## config.mk

```make
export PLATFORM = sky130hd
export DESIGN_NAME = xxd_shift_sequencer
export DESIGN_NICKNAME = d
export VERILOG_FILES = /design/src/rtl/xxd_pkg.sv /design/src/rtl/xxd_offset_counter.sv /design/src/rtl/xxd_shift_sequencer.sv
export SDC_FILE = /design/constraint.sdc
export NUM_CORES = 1
export LEC_CHECK = 0
export BUFFER_PORTS_ARGS = -buffer_cell sky130_fd_sc_hd__buf_2
export CORE_MARGIN = 4
export CORE_UTILIZATION = 55
export CTS_BUF_LIST = sky130_fd_sc_hd__clkbuf_8
export CTS_CLUSTER_DIAMETER = 50
export CTS_CLUSTER_SIZE = 20
export DETAILED_ROUTE_END_ITERATION = 6
export HOLD_SLACK_MARGIN = 0.02
export PLACE_DENSITY = 0.78
export SYNTH_ARGS = -nofsm -noshare
export SYNTH_HDL_FRONTEND = slang
export SYNTH_SLANG_ARGS = --single-unit
```

## constraint.sdc

```tcl
create_clock -name clk -period 3.4 [get_ports clk]
set_input_delay 0.34 -clock clk [delete_from_list [all_inputs] [get_ports clk]]
set_output_delay 0.34 -clock clk [all_outputs]
set_load 0.02 [all_outputs]
```

## src/rtl/xxd_pkg.sv

```systemverilog
// Shared types and constants for the xxd hex-dump line sequencer.
// Holds the FSM state type, buffer mux selects and the pad byte.
package xxd_pkg;

  typedef enum logic [1:0] {
    FILL,
    ALIGN,
    DRAIN
  } seq_state_t;

  localparam logic       SRC_IN  = 1'b0;
  localparam logic       SRC_PAD = 1'b1;
  localparam logic [7:0] PAD_BYTE = 8'h00;

  localparam int XXD_DEPTH_DEF = 64;

endpackage

```

## src/rtl/xxd_offset_counter.sv

```systemverilog
// Wrapping W-bit byte-offset counter with increment enable.
// Ports: clk, rst_n (async low), inc_i, cnt_o[W-1:0].
module xxd_offset_counter #(
  parameter int W = 16
) (
  input  logic         clk,
  input  logic         rst_n,
  input  logic         inc_i,
  output logic [W-1:0] cnt_o
);

  logic [W-1:0] cnt_q;

  always_ff @(posedge clk or negedge rst_n) begin
    if (!rst_n) begin
      cnt_q <= '0;
    end else if (inc_i) begin
      cnt_q <= cnt_q + 1'b1;
    end
  end

  assign cnt_o = cnt_q;

endmodule

```

## src/rtl/xxd_shift_sequencer.sv

```systemverilog
// Fill/align/drain controller for a DEPTH-byte shift buffer line.
// Ports: clk, rst_n, in_valid/in_ready, flush, buf_shift_en,
// buf_src_sel, out_valid/out_ready, out_last, out_pad, line_offset.
// Option: XXD_SEQ_PAD_OUT_EN emits leading pads instead of aligning.
module xxd_shift_sequencer
  import xxd_pkg::*;
#(
  parameter int DEPTH  = XXD_DEPTH_DEF,
  parameter int OFFS_W = 16
) (
  input  logic              clk,
  input  logic              rst_n,
  input  logic              in_valid,
  output logic              in_ready,
  input  logic              flush,
  output logic              buf_shift_en,
  output logic              buf_src_sel,
  output logic              out_valid,
  input  logic              out_ready,
  output logic              out_last,
  output logic              out_pad,
  output logic [OFFS_W-1:0] line_offset
);

  localparam int CW = $clog2(DEPTH + 1);
  localparam logic [CW-1:0] DEPTH_C = CW'(DEPTH);
  localparam logic [CW-1:0] ONE_C   = CW'(1);

  seq_state_t    state_q;
  logic [CW-1:0] fill_cnt_q;
  logic [CW-1:0] rem_cnt_q;
  logic [CW-1:0] pad_cnt_q;
  logic [CW-1:0] fill_d;
  logic          accept;
  logic          drain_go;

  always_comb begin
    in_ready     = 1'b0;
    out_valid    = 1'b0;
    out_last     = 1'b0;
    buf_shift_en = 1'b0;
    buf_src_sel  = SRC_IN;
    unique case (state_q)
      FILL: begin
        // held low while reset is asserted
        in_ready     = rst_n;
        buf_shift_en = in_valid & rst_n;
      end
      ALIGN: begin
        buf_shift_en = 1'b1;
        buf_src_sel  = SRC_PAD;
      end
      DRAIN: begin
        out_valid    = 1'b1;
        out_last     = (rem_cnt_q == ONE_C);
        buf_shift_en = out_ready;
        buf_src_sel  = SRC_PAD;
      end
      default: ;
    endcase
  end

  assign accept   = in_valid & in_ready;
  assign fill_d   = fill_cnt_q + {{(CW-1){1'b0}}, accept};
  assign drain_go = out_valid & out_ready;

`ifdef XXD_SEQ_PAD_OUT_EN
  // pad_cnt counts the leading pads still to be emitted
  assign out_pad = out_valid & (pad_cnt_q != '0);
`else
  assign out_pad = 1'b0;
`endif

  always_ff @(posedge clk or negedge rst_n) begin
    if (!rst_n) begin
      state_q    <= FILL;
      fill_cnt_q <= '0;
      rem_cnt_q  <= '0;
      pad_cnt_q  <= '0;
    end else begin
      unique case (state_q)
        FILL: begin
          if (fill_d == DEPTH_C) begin
            state_q    <= DRAIN;
            rem_cnt_q  <= DEPTH_C;
            pad_cnt_q  <= '0;
            fill_cnt_q <= '0;
          end else if (flush && fill_d != '0) begin
`ifdef XXD_SEQ_PAD_OUT_EN
            state_q    <= DRAIN;
            rem_cnt_q  <= DEPTH_C;
`else
            state_q    <= ALIGN;
            rem_cnt_q  <= fill_d;
`endif
            pad_cnt_q  <= DEPTH_C - fill_d;
            fill_cnt_q <= '0;
          end else begin
            fill_cnt_q <= fill_d;
          end
        end
        ALIGN: begin
          pad_cnt_q <= pad_cnt_q - ONE_C;
          if (pad_cnt_q == ONE_C) begin
            state_q <= DRAIN;
          end
        end
        DRAIN: begin
          if (out_ready) begin
            rem_cnt_q <= rem_cnt_q - ONE_C;
            if (pad_cnt_q != '0) begin
              pad_cnt_q <= pad_cnt_q - ONE_C;
            end
            if (rem_cnt_q == ONE_C) begin
              state_q <= FILL;
            end
          end
        end
        default: state_q <= FILL;
      endcase
    end
  end

  xxd_offset_counter #(
    .W(OFFS_W)
  ) u_offs (
    .clk  (clk),
    .rst_n(rst_n),
    .inc_i(drain_go),
    .cnt_o(line_offset)
  );

endmodule

```

# Word level (Yosys, flattened, before mapping)
# Index checks and enable logic that the tools add are counted.
# W data, S select, Z words.
# totals
inputBits	5
elab_cells	55
reg_bits	39
out_inout_bits	22
# op_classes
n_bitwise	3
n_mux	22
n_reduce_logical	10
addsub	5
n_eq_ne	10
# ops
cell	count
$mux W7	9
$pmux W7 S3	1
$add A16 B1 Y16 const B	1
$eq A7 B1 Y1 const B	2
$pmux W7 S2	1
$reduce_bool A7 Y1	2
$sub A7 B1 Y7 const B	2
$mux W2	5
$ne A2 B2 Y1 const B	4
$reduce_and A4 Y1	2
$add A7 B1 Y7	1
$eq A7 B7 Y1 const B	1
$sub A7 B7 Y7 const A	1
$pmux W2 S3	1
$mux W1	4
$and A1 B1 Y1	3
$ne A3 B3 Y1 const B	1
$pmux W1 S3	1
$reduce_and A3 Y1	1
$reduce_bool A3 Y1	1
$eq A2 B1 Y1 const B	1
$eq A2 B2 Y1 const B	1
$logic_not A2 Y1	1
$reduce_bool A2 Y1	1
other kinds (2)	2

# Logic depth before layout (Yosys ltp)
# logic_depth
depth_word	9
ltp_mapped	14
depth_no_buf	13

# Cells and area by module
# Synthesis repeated with hierarchy kept, for this count alone.
# unflattened
hier_cells	275
area_unflattened_um2	2570.0
# by_module_without_submodules
mod	cells_per_inst	instances	area_per_inst_um2	seq_area_each_um2
xxd_shift_sequencer	219	1	1874.3	575.6
xxd_offset_counter	56	1	695.7	400.4

# Worst setup path after synthesis
# No wires, ideal clock.
# synth_path
path_type	register to register
startpoint	reg state_q[0]
endpoint	reg rem_cnt_q[5]
synth_period_minus_slack_ps	3237
path_stages_with_launch	14
n_path_buf	1
slack_ps	163
t_arrival_ps	3126
t_required_ps	3289
setup_time_ps	111
cell_sequence	dfrtp_1 > inv_1 > ha_1 > and3_1 > ha_1 > ha_1 > inv_1 > ha_1 > and3_1 > a31o_2 > o2111a_2 > buf_6 > or3_4 > a222oi_1
# synth_between
elab_chain_len	8
elab_cells_between_ends	15
classes_between	add/sub (1); eq/ne (4); mux (4); bitwise (1); reduce/logical (5)
# synth_lines
item	line_no	text
start, declared	xxd_shift_sequencer.sv:29	seq_state_t state_q;
start signal, assigned	xxd_shift_sequencer.sv:76	state_q <= FILL;
start signal, assigned	xxd_shift_sequencer.sv:84	state_q <= DRAIN;
start signal, assigned	xxd_shift_sequencer.sv:93	state_q <= ALIGN;
$logic_not A2 Y1	xxd_shift_sequencer.sv:43, xxd_shift_sequencer.sv:81	
$mux W1	xxd_shift_sequencer.sv:43	unique case (state_q)
$and A1 B1 Y1	xxd_shift_sequencer.sv:63	assign accept = in_valid & in_ready;
$add A7 B1 Y7	xxd_shift_sequencer.sv:64	assign fill_d = fill_cnt_q + {{(CW-1){1'b0}}, accept};
$reduce_bool A7 Y1	xxd_shift_sequencer.sv:88	end else if (flush && fill_d != '0) begin
$logic_and A1 B1 Y1	xxd_shift_sequencer.sv:88	
$ne A3 B3 Y1 (no line)	--	
$reduce_and A3 Y1 (no line)	--	
end signal, assigned	xxd_shift_sequencer.sv:94	rem_cnt_q <= fill_d;
end signal, assigned	xxd_shift_sequencer.sv:110	rem_cnt_q <= rem_cnt_q - ONE_C;
end, declared	xxd_shift_sequencer.sv:31	logic [CW-1:0] rem_cnt_q;
# Several ways; a longest one is shown, not always the timed one. The select of a mux whose other input is x is not followed.
# A chain may end at the register's enable or synchronous reset.

# Worst setup path after layout
# Ends and elaborated chain as after synthesis.

==> impl_metrics.yaml <==
run_status:
  status: "finished clean"
floorplanning:
  dieArea_mm2: 0.00568
  start_util: 0.569
  die_width_um: 75.4
  die_h_um: 75.4
  io_pins: 27
  rows: 24
  coreArea_mm2: 0.00438
drt:
  drt-initial-drc-count: 199
  dr.pass1.iters: 5
  finalWirelength_um: 5930
  ant_nets: 0
  vias_per_cell: 6.23
  vias: 2161
  drc: 0
  wl_per_cell_um: 17.1
finish:
  num-fill-cells: 353
  final_cells: 347
  drive_gt1_frac: 0.200
  finalCoreUtilization: 0.642
  final_common_cell: "dfrtp_1"
  final_cell_mix: "dfrtp_1 (39), buf_2 (25), nand2_1 (20)"
  antenna_cells: 0
  nets: 311
  fin_area_mm2: 0.00281
  area_growth_pct: 12.8
global_routing:
  gr-total-overflow: 0
  gr-usage-met2: 0.336
  met1_usage: 0.304
  grt_max_degree: 41
  grt_pass1_vias: 1933
  grt_use_met3: 0.0501
  track_usage: 0.219
  grt_pass1_wl_um: 9350
  grt_busiest_layer: "met2"
  antenna_found_initial: 0
pwr:
  intPower_uw: 1310
  p_sw_uw: 1120
  swShare: 0.461
  p_seq_frac: 0.302
  peakVddDrop_mv: 0.547
  pwr-share-comb: 0.568
  p_leak_uw: 0.00134
  p_total_uw: 2440
  pwr-share-clk: 0.130
  powerDensity_mw_per_mm2: 866
logic_synthesis:
  async_flop_share: 1.00
  yosysWarningCount: 0
  synth_cell_types: 57
  synth_ff_type: "dfrtp_1"
  synth_edf_count: 0
  synth_nets: 279
  yosysSeqAreaShare: 0.391
  synth_area_mm2: 0.00249
  synth_area_per_cell_um2: 9.52
  ys_ff_latch: 39
  synth_cells: 262
sta:
  drv_slew: 0
  grt_setup_unrepaired: "yes"
  finalCritPeriodShare: 0.964
  slew_headroom: 0.639
  finalSetupViolations: 0
  max_freq_ghz: 0.305
  period_needed_ps: 3280
  hold_ws_ps: 132
  worst_slew_pin_slew_ps: 537
  hold_violations: 0
  fin_skew_ps: 10.4
run:
  drv_cap: 0
setup_path:
  critPathMaxStageDelay_ps: 380
  worstPathRequired_ps: 3580
  criticalPathCategory: "flip-flop to flip-flop"
  crit_path_top_delay_cell: "dfrtp_1"
  cp-end-kind: "flip-flop"
  critPathBufInv: 4
  crit_top_cell: "ha_1"
  cp_top_family: "compound AO/OA/AOI/OAI gates"
  worstSetupStartpointType: "flip-flop"
  cp_max_fo: 5
  worstPathCellList: "inv_1, ha_1, and3_1, ha_1, ha_1, inv_1, ha_1, and3_1, a31o_2, o2111a_2, buf_4, o211ai_4, inv_1, a222oi_1"
  arrival_ps: 3460
clock_network:
  cts_buffer_depth: 2
  numCtsBuffers: 5
  cts.clk_slew.worst_paths_ps: 90
  htree_levels: 2
  cts.sinks: 39
  cts_tree: "done"
  clk_latency_ps: 300
  clockRootBuffer: "clkbuf_8"
hold_path:
  hold_class: "input pin to async pin"
placement:
  hpwlAfterDp_um: 4180
  dp.cells: 333
  placed_area_mm2: 0.00265
  io_buffers: 25
  gp_congestion: 0.894
-- synth_stat cells (4+ instances only) --
| cell | number | area (um2) |
|---|---|---|
| o31ai_1 | 4 | 30.0 |
| and3_1 | 7 | 43.8 |
| ha_1 | 12 | 150 |
| xor2_1 | 9 | 78.8 |
| o21ai_1 | 9 | 45.0 |
| xnor2_1 | 15 | 131 |
| nor3_1 | 12 | 60.1 |
| inv_1 | 17 | 63.8 |
| nand3_1 | 11 | 55.1 |
| buf_4 | 5 | 37.5 |
| o22ai_1 | 8 | 50.1 |
| a22o_1 | 4 | 35.0 |
| dfrtp_1 | 39 | 976 |
| nand2_1 | 20 | 75.1 |
| clkbuf_1 | 4 | 15.0 |
| a21oi_1 | 14 | 70.1 |
| mux2i_1 | 5 | 50.1 |
| nor2_1 | 16 | 60.1 |
| nand4_1 | 6 | 37.5 |
-- state kept, by name, indices dropped and copies added, names as in the netlist --
register      cells
rem_cnt_q         7
state_q           2
fill_cnt_q        7
u_offs.cnt_o     16
pad_cnt_q         7
-- timing repair --
item | 4_1_cts | 5_1_grt
setup endpoints to repair | 1 | 8
endpoints found under the hold margin | 0 | 0
cloned | 0 | 1
hold buffers | 0 | 0
pin swaps | 1 | 3
setup buffers | 0 | 5
gates resized for setup | 0 | 4
-- power by group through the flow --
stage	logic (uW)	registers (uW)	clock network (uW)
final	1380	737	316
after global routing	1510	757	342
after CTS	1300	732	318
after detailed placement	1290	741	0
after global placement	1270	734	0
after floorplan	979	733	0
-- layer usage --
metal,wire length (um),vias up
met5,0,-
met4,127,0
met3,387,16
met2,2910,96
met1,2500,1034
li1,-,1015
-- worst paths after layout --
| path | startpoint | end | slack (ps) | depth (start not counted) |
|---|---|---|---|---|
| max | state_q[0]$_DFFE_PN0P_ | rem_cnt_q[5]$_DFFE_PN0P_ | 120 | 14 |
| min | rst_n | fill_cnt_q[1]$_DFFE_PN0N_ | 130 | 2 |
| max reg2reg | state_q[0]$_DFFE_PN0P_ | rem_cnt_q[5]$_DFFE_PN0P_ | 120 | 14 |
| min reg2reg | u_offs.cnt_o[15]$_DFFE_PN0P_ | u_offs.cnt_o[15]$_DFFE_PN0P_ | 460 | 1 |
| max in group asynchronous | rst_n | fill_cnt_q[6]$_DFFE_PN0N_ | 2900 | 2 |
| min in group clk | u_offs.cnt_o[15]$_DFFE_PN0P_ | u_offs.cnt_o[15]$_DFFE_PN0P_ | 460 | 1 |
-- cell families (layout without fill, tap and decap cells) --
| kind of cell | count (synthesis) | in the layout | share of synthesized area |
|---|---|---|---|
| muxes | 8 | 8 | 0.0336 |
| adders and majority gates | 12 | 12 | 0.0602 |
| buffers and inverters | 29 | 61 | 0.0577 |
| DFF | 39 | 39 | 0.391 |
| xor gates and xnor gates | 24 | 24 | 0.0843 |
| AOI/OAI and AO/OA | 61 | 62 | 0.181 |
| and+or+nand+nor | 88 | 88 | 0.191 |
| other | 1 | 1 | 0.00150 |
-- area by class of cell --
class / count / area, um2 / area share
Clock inverter: 3 / 16.3 / 0.00578
Clock buffer: 5 / 68.8 / 0.0245
Sequential cell: 39 / 976 / 0.347
Multi-Input combinational cell: 195 / 1420 / 0.503
Timing Repair Buffer: 36 / 208 / 0.0738
Tap cell: 52 / 65.1 / 0.0231
Inverter: 17 / 63.8 / 0.0227
-- through the flow --
stage,TNS [ps],setup WS (ps)
after detailed placement,-35.9,-35.9
after global placement,0,153
final,0,121
after floorplan,0,163
after CTS,0,0.257
after global routing,-92.1,-80.2
(Power assumes the default switching activity.)
